--- src/rtl/decode_stage.sv ---
// Instruction decode stage: decodes one ARM-style word per cycle into a registered
// control bundle, with a two-entry (main + skid) buffer so in_ready is registered.
module decode_stage #(
  parameter int unsigned LINK_REG = 14
) (
  input  logic        clk,
  input  logic        rst_n,
  input  logic        flush,
  input  logic        in_valid,
  output logic        in_ready,
  input  logic [31:0] instr,
  input  logic [31:0] pc,
  output logic        out_valid,
  input  logic        out_ready,
  output logic [31:0] pc_out,
  output logic [23:0] immediate,
  output logic [1:0]  imm_src,
  output logic [3:0]  cond,
  output logic [3:0]  rn,
  output logic [3:0]  rd,
  output logic [3:0]  rm,
  output logic [3:0]  alu_op,
  output logic        alu_src_imm,
  output logic        set_flags,
  output logic        reg_write,
  output logic        mem_write,
  output logic        mem_to_reg,
  output logic        branch,
  output logic        link,
  output logic        illegal
);

  localparam int unsigned RegW = 4;

  localparam logic [1:0] ImmDp     = 2'b00;
  localparam logic [1:0] ImmMem    = 2'b01;
  localparam logic [1:0] ImmBranch = 2'b10;
  localparam logic [1:0] ImmNone   = 2'b11;

  localparam logic [3:0] AluAdd = 4'b0100;
  localparam logic [3:0] AluSub = 4'b0010;

  typedef struct packed {
    logic [31:0]     pc;
    logic [23:0]     immediate;
    logic [1:0]      imm_src;
    logic [3:0]      cond;
    logic [RegW-1:0] rn;
    logic [RegW-1:0] rd;
    logic [RegW-1:0] rm;
    logic [3:0]      alu_op;
    logic            alu_src_imm;
    logic            set_flags;
    logic            reg_write;
    logic            mem_write;
    logic            mem_to_reg;
    logic            branch;
    logic            link;
    logic            illegal;
  } bundle_t;

  bundle_t dec_c;
  bundle_t main_q;
  bundle_t skid_q;
  logic    main_valid_q;
  logic    skid_valid_q;
  logic    in_ready_q;
  logic    accept_c;
  logic    drain_c;

  // Combinational decode of the incoming word
  always_comb begin
    dec_c           = '0;
    dec_c.pc        = pc;
    dec_c.immediate = instr[23:0];
    dec_c.cond      = instr[31:28];
    dec_c.rn        = instr[19:16];
    dec_c.rd        = instr[15:12];
    dec_c.rm        = instr[3:0];
    dec_c.imm_src   = ImmNone;
    case (instr[27:26])
      2'b00: begin
        dec_c.alu_op      = instr[24:21];
        dec_c.set_flags   = instr[20];
        dec_c.alu_src_imm = instr[25];
        dec_c.imm_src     = instr[25] ? ImmDp : ImmNone;
        // TST/TEQ/CMP/CMN only update flags
        dec_c.reg_write   = (instr[24:23] != 2'b10);
      end
      2'b01: begin
        dec_c.alu_src_imm = ~instr[25];
        dec_c.imm_src     = instr[25] ? ImmNone : ImmMem;
        dec_c.alu_op      = instr[23] ? AluAdd : AluSub;
        dec_c.reg_write   = instr[20];
        dec_c.mem_to_reg  = instr[20];
        dec_c.mem_write   = ~instr[20];
      end
      2'b10: begin
        dec_c.imm_src = ImmBranch;
        dec_c.branch  = 1'b1;
        dec_c.link    = instr[24];
        if (instr[24]) begin
          dec_c.reg_write = 1'b1;
          dec_c.rd        = RegW'(LINK_REG);
        end
      end
      default: begin
        dec_c.illegal = 1'b1;
      end
    endcase
  end

  assign accept_c = in_valid & in_ready_q;
  assign drain_c  = main_valid_q & out_ready;

  // Main/skid buffer; skid only fills while main is stalled
  always_ff @(posedge clk or negedge rst_n) begin
    if (!rst_n) begin
      main_q       <= '0;
      skid_q       <= '0;
      main_valid_q <= 1'b0;
      skid_valid_q <= 1'b0;
      in_ready_q   <= 1'b1;
    end else if (flush) begin
      main_valid_q <= 1'b0;
      skid_valid_q <= 1'b0;
      in_ready_q   <= 1'b1;
    end else if (!main_valid_q || (drain_c && !skid_valid_q)) begin
      if (accept_c) begin
        main_q       <= dec_c;
        main_valid_q <= 1'b1;
      end else begin
        main_valid_q <= 1'b0;
      end
    end else if (drain_c) begin
      main_q       <= skid_q;
      skid_valid_q <= 1'b0;
      in_ready_q   <= 1'b1;
    end else if (accept_c) begin
      skid_q       <= dec_c;
      skid_valid_q <= 1'b1;
      in_ready_q   <= 1'b0;
    end
  end

  assign in_ready    = in_ready_q;
  assign out_valid   = main_valid_q;
  assign pc_out      = main_q.pc;
  assign immediate   = main_q.immediate;
  assign imm_src     = main_q.imm_src;
  assign cond        = main_q.cond;
  assign rn          = main_q.rn;
  assign rd          = main_q.rd;
  assign rm          = main_q.rm;
  assign alu_op      = main_q.alu_op;
  assign alu_src_imm = main_q.alu_src_imm;
  assign set_flags   = main_q.set_flags;
  assign reg_write   = main_q.reg_write;
  assign mem_write   = main_q.mem_write;
  assign mem_to_reg  = main_q.mem_to_reg;
  assign branch      = main_q.branch;
  assign link        = main_q.link;
  assign illegal     = main_q.illegal;

endmodule

--- config.mk ---
export PLATFORM = sky130hd
export DESIGN_NAME = decode_stage
export DESIGN_NICKNAME = d
export VERILOG_FILES = /design/src/rtl/decode_stage.sv
export SDC_FILE = /design/constraint.sdc
export NUM_CORES = 1
export LEC_CHECK = 0
export ABC_AREA = 1
export CAP_MARGIN = 5
export CORE_MARGIN = 2
export CORE_UTILIZATION = 51
export CTS_CLUSTER_SIZE = 14
export DETAILED_ROUTE_END_ITERATION = 6
export PLACE_DENSITY = 0.81
export SETUP_SLACK_MARGIN = 0.02
export SLEW_MARGIN = 20
export SYNTH_ARGS = -nofsm -noshare
export SYNTH_HDL_FRONTEND = slang
export SYNTH_SLANG_ARGS = --single-unit
--- constraint.sdc ---
create_clock -name clk -period 1.84 [get_ports clk]
set_input_delay 0.552 -clock clk [delete_from_list [all_inputs] [get_ports clk]]
set_output_delay 0.552 -clock clk [all_outputs]
set_load 0.01 [all_outputs]
---- After elaboration in Yosys (flattened, before gate mapping) ----
Index checks and enable logic that the tools add are counted.
word-level totals
  output and inout bits ................... 88
  word-level logic and storage cells ...... 86
  bits in registers ....................... 175
cells by class
  bitwise gates (word level) .............. 7
  multiplexer cells ....................... 27
  equality and inequality tests ........... 5
  reductions and logical operators ........ 12
operators with widths
  cell                  count
  $mux W86              3
  $mux W1               14
  $pmux W5 S2           1
  $mux W2               4
  $mux W4               2
  $ne A2 B2 Y1 const B  3
  $pmux W2 S3           1
  $not A1 Y1            5
  $reduce_and A4 Y1     1
  $reduce_bool A2 Y1    2
  $mux W3               1
  $pmux W1 S3           1
  $reduce_and A3 Y1     1
  $reduce_bool A3 Y1    1
  $reduce_or A3 Y1      1
  $and A1 B1 Y1         2
  $eq A2 B1 Y1 const B  1
  $eq A2 B2 Y1 const B  1
  $logic_not A1 Y1      2
  $logic_not A2 Y1      1
  $reduce_and A2 Y1     1
  $logic_and A1 B1 Y1   1
  $logic_or A1 B1 Y1    1

---- Longest topological paths before layout ----
  word-level depth ........................ 5
  depth in mapped cells ................... 9
  depth with buffers taken out ............ 7

---- Worst setup path before layout ----
OpenSTA, ideal clock, no wires.
  path kind ............................... flip-flop to flip-flop
  start ................................... register in_ready_q (netlist: in_ready)
  end ..................................... register skid_q[78] in the netlist's numbering
  path slack .............................. 0.443 ns
  arrival time ............................ 1.267 ns
  data required time ...................... 1.710 ns
  path buffers ............................ 2
  cell stages (with the launch flop) ...... 8
  cells stage by stage .................... dfstp_2 -> nand2_1 -> nor2_1 -> nand2_1 -> buf_2 -> buf_2 -> nand2_1 -> o21ai_0
between the ends
  word-level cells in the longest chain between the ends .. 2
ends and longest elaborated chain
  item                         RTL line  source
  start, declared              67        logic in_ready_q;
  start signal, assigned       123       in_ready_q <= 1'b1;
  start signal, assigned       127       in_ready_q <= 1'b1;
  start signal, assigned       138       in_ready_q <= 1'b1;
  $and A1 B1 Y1                113       assign accept_c = in_valid & in_ready_q;
  $reduce_and A4 Y1 (no line)  --
  end signal, assigned         120       skid_q <= '0;
  end signal, assigned         140       skid_q <= dec_c;
  end, declared                64        bundle_t skid_q;
No other way between the ends.
A chain may end at the register's enable or synchronous reset.

---- Final worst setup path ----
  start ................................... register in_ready_q (netlist: in_ready)
  end ..................................... output port in_ready
RTL lines
  item           RTL line  source
  end, declared  10        output logic in_ready,
No word-level cell between the ends.

==> out/metrics.yaml <==
power:
  ir_worst_vdd_mv: 0.6334
  power_density_nw_per_um2: 1078
  leakagePower_nw: 4.972
setup_path:
  end_kind: "output port"
  cp.required_ns: 1.29
  rrSetupSlack_ns: 0.32
  crit_arrival_ns: 1.23
  max_stage_delay_ns: 0.54
  path_buf_inv: 1
  crit_path_max_fanout: 3
  endpoint: "in_ready"
  crit_chain: "clkdlybuf4s15_1"
  rr_endpoint: "imm_src[1]$_DFFE_PN0P_"
  r2r-start: "out_valid$_DFFE_PN0P_"
  critPathSlowestCell: "dfstp_2"
  start_kind: "flip-flop"
  path_depth: 1
  ff2ff_path_depth: 9
  cp_top_family: "flip-flops"
  critPathLaunch: "in_ready$_DFFE_PN1P_"
  path_class: "reg -> out"
cells_and_area:
  final_cell_area_sq_um: 9376
  top_register: "skid_q"
  nFillCells: 1116
  num_antenna_cells: 0
  area_delta_synth_final_pct: 32.57
  drive_gt1_frac: 0.06411
  largest_reg_flops: 78
  final_nets: 1102
  final_cells: 1225
synth:
  synth_top_family_by_area: "simple AND/OR/NAND/NOR gates"
  synth_xor_xnor_area_share: 0
  ys_types: 18
  syn_area_sq_um: 7073
  synth_fa_ha_area_frac: 0
  ys_seq_elements: 159
  synthSimpleGateAreaFrac: 0.2404
  synth.area.mux_share: 0
  synth_compound_area_frac: 0.1040
  syn_nets: 949
  yosysWarnings: 0
  synth_cells: 880
  ys_seq_area_frac: 0.5627
  avgSynthCellArea_sq_um: 8.038
die:
  fp-row-count: 43
  die_w_um: 121.8
  ios: 157
  coreArea_sq_um: 13720
  die_y_um: 121.8
  start_util: 0.5155
  die_area_sq_um: 14830
cts:
  cts_tree: "done"
  cts-root-buf: "clkbuf_16"
  cts_sinks: 159
  clk_path_buf_depth: 2
  clk_pin_slew_ns: 0.06
  clkLatencyLatePin_ns: 0.42
  post_cts_buffers: 0
  h-tree-depth: 4
  numCtsBuffers: 17
min_path:
  hold_path_class: "reg -> reg"
  min_path_cells: 2
global_routing:
  antenna_found_initial: 0
  grt_pass1_vias: 5885
  grt.overflow.total: 0
  grt_usage: 0.2401
  grt_start_max_net_pins: 62
  grt_pass1_wl_mm: 28.12
sta:
  relSlewSlack: 0.7509
  min_period_over_period: 0.9712
  hold_viol_final: 0
  setup_viol_count_final: 0
  fmax_ghz: 0.5596
  tightestPinTransition_ns: 0.3737
  setup_ws_ns: 0.05303
  slew_viol_final: 0
  skew_ns: 0.004890
  whs_ns: 0.4749
  min_period_ns: 1.787
  rsz0062_at_grt: "false"
placement:
  dp.cells: 1193
  dpl_cell_area_sq_um: 8922
  place_congestion: 0.8512
  post-place-ws_ns: -0.2059
  portBuffers: 156
  dp_hpwl_mm: 11.39
drt:
  wl_per_cell_um: 13.78
  ant_nets: 0
  drc: 0
  wirelength_mm: 16.88
  vias: 6158
  drt_iter0_markers: 378
  avgViaCountPerCell: 5.027
  drt-pass1-iter-count: 5
outcome:
  status: "finished, final reports clean"
run:
  maxCapViolations: 0
==> synthesized netlist by cell type (all sizes together) <==
cell,n,area [sq um]
a21oi,7,35.03
and2,1,6.260
buf,44,337.8
clkbuf,11,41.29
dfrtp,158,3954
dfstp,1,26.28
inv,74,277.8
nand2,415,1560
nand3,16,80.08
nand4,1,6.260
nor2,12,47.55
o21ai,140,700.7
==> placed cells by master (no fill, tap or decap), drive strengths merged <==
cell type,instances
dfrtp,158
nor2,12
clkinv,4
dfstp,1
and2,1
bufinv,1
inv,74
dlygate4sd2,87
a21oi,7
dlygate4sd3,1
nand4,1
clkdlybuf4s50,67
nand3,16
nand2,415
clkdlybuf4s15,1
clkbuf,25
buf,33
o21ai,140
clkinvlp,1
==> worst min path at each step <==
stage	startpoint	endpoint	slack (ns)
floorplan	rst_n	alu_op[0]$_DFFE_PN0P_	0.26
global placement	rst_n	skid_q[39]$_DFFE_PN0P_	0.44
detailed placement	rst_n	skid_q[46]$_DFFE_PN0P_	0.44
CTS	immediate[13]$_DFFE_PN0P_	immediate[13]$_DFFE_PN0P_	0.48
global route	pc_out[7]$_DFFE_PN0P_	pc_out[7]$_DFFE_PN0P_	0.49
finish	pc_out[1]$_DFFE_PN0P_	pc_out[1]$_DFFE_PN0P_	0.47
==> what timing repair did <==
action                                  4_1_cts  5_1_grt
gates resized for setup                      88        1
endpoints found under the setup margin       88        1
gates cloned                                  0        0
hold endpoints to repair                      8        0
hold buffers                                  1        0
==> routing by layer <==
metal	up-vias	global-route usage	share of wire
met5	-	0	0
li1	3018	-	-
met3	26	0.05946	0.063
met2	176	0.3844	0.47
met4	0	0.08836	0.023
met1	2938	0.3190	0.44
==> final cells by class <==
class | instances | area (sq um) | share of cell area
sequential | 159 | 3980 | 0.4245
tap | 180 | 225.2 | 0.02402
clock inverter | 6 | 57.56 | 0.006138
timing repair buffer | 189 | 1892 | 0.2018
inverter | 74 | 277.8 | 0.02962
multi-input combinational | 592 | 2449 | 0.2611
clock buffer | 25 | 495.5 | 0.05284
==> metrics by stage <==
stage | setup TNS, ns | util | power (mW)
after global routing | 0 | 0.6834 | 10.69
after CTS | 0 | 0.6834 | 10.19
after floorplan | 0 | - | 5.808
after global placement | -11.71 | 0.6503 | 7.015
final | 0 | 0.6834 | 10.11
after detailed placement | -16.96 | 0.6503 | 7.109
==> kinds of logic after synthesis <==
kind of cell,Yosys count
buf+inv,129
simple gates,445
compound gates,147
flops,159
==> where the power goes <==
group          switching [mW]  internal (mW)  leakage, nW  total [mW]
combinational            1.19          0.970         2.73        2.16
clock                    1.34           1.99        0.273        3.32
sequential              0.349           4.27         1.96        4.62
total                    2.88           7.23         4.97        10.1
(Power assumes the default switching activity.)
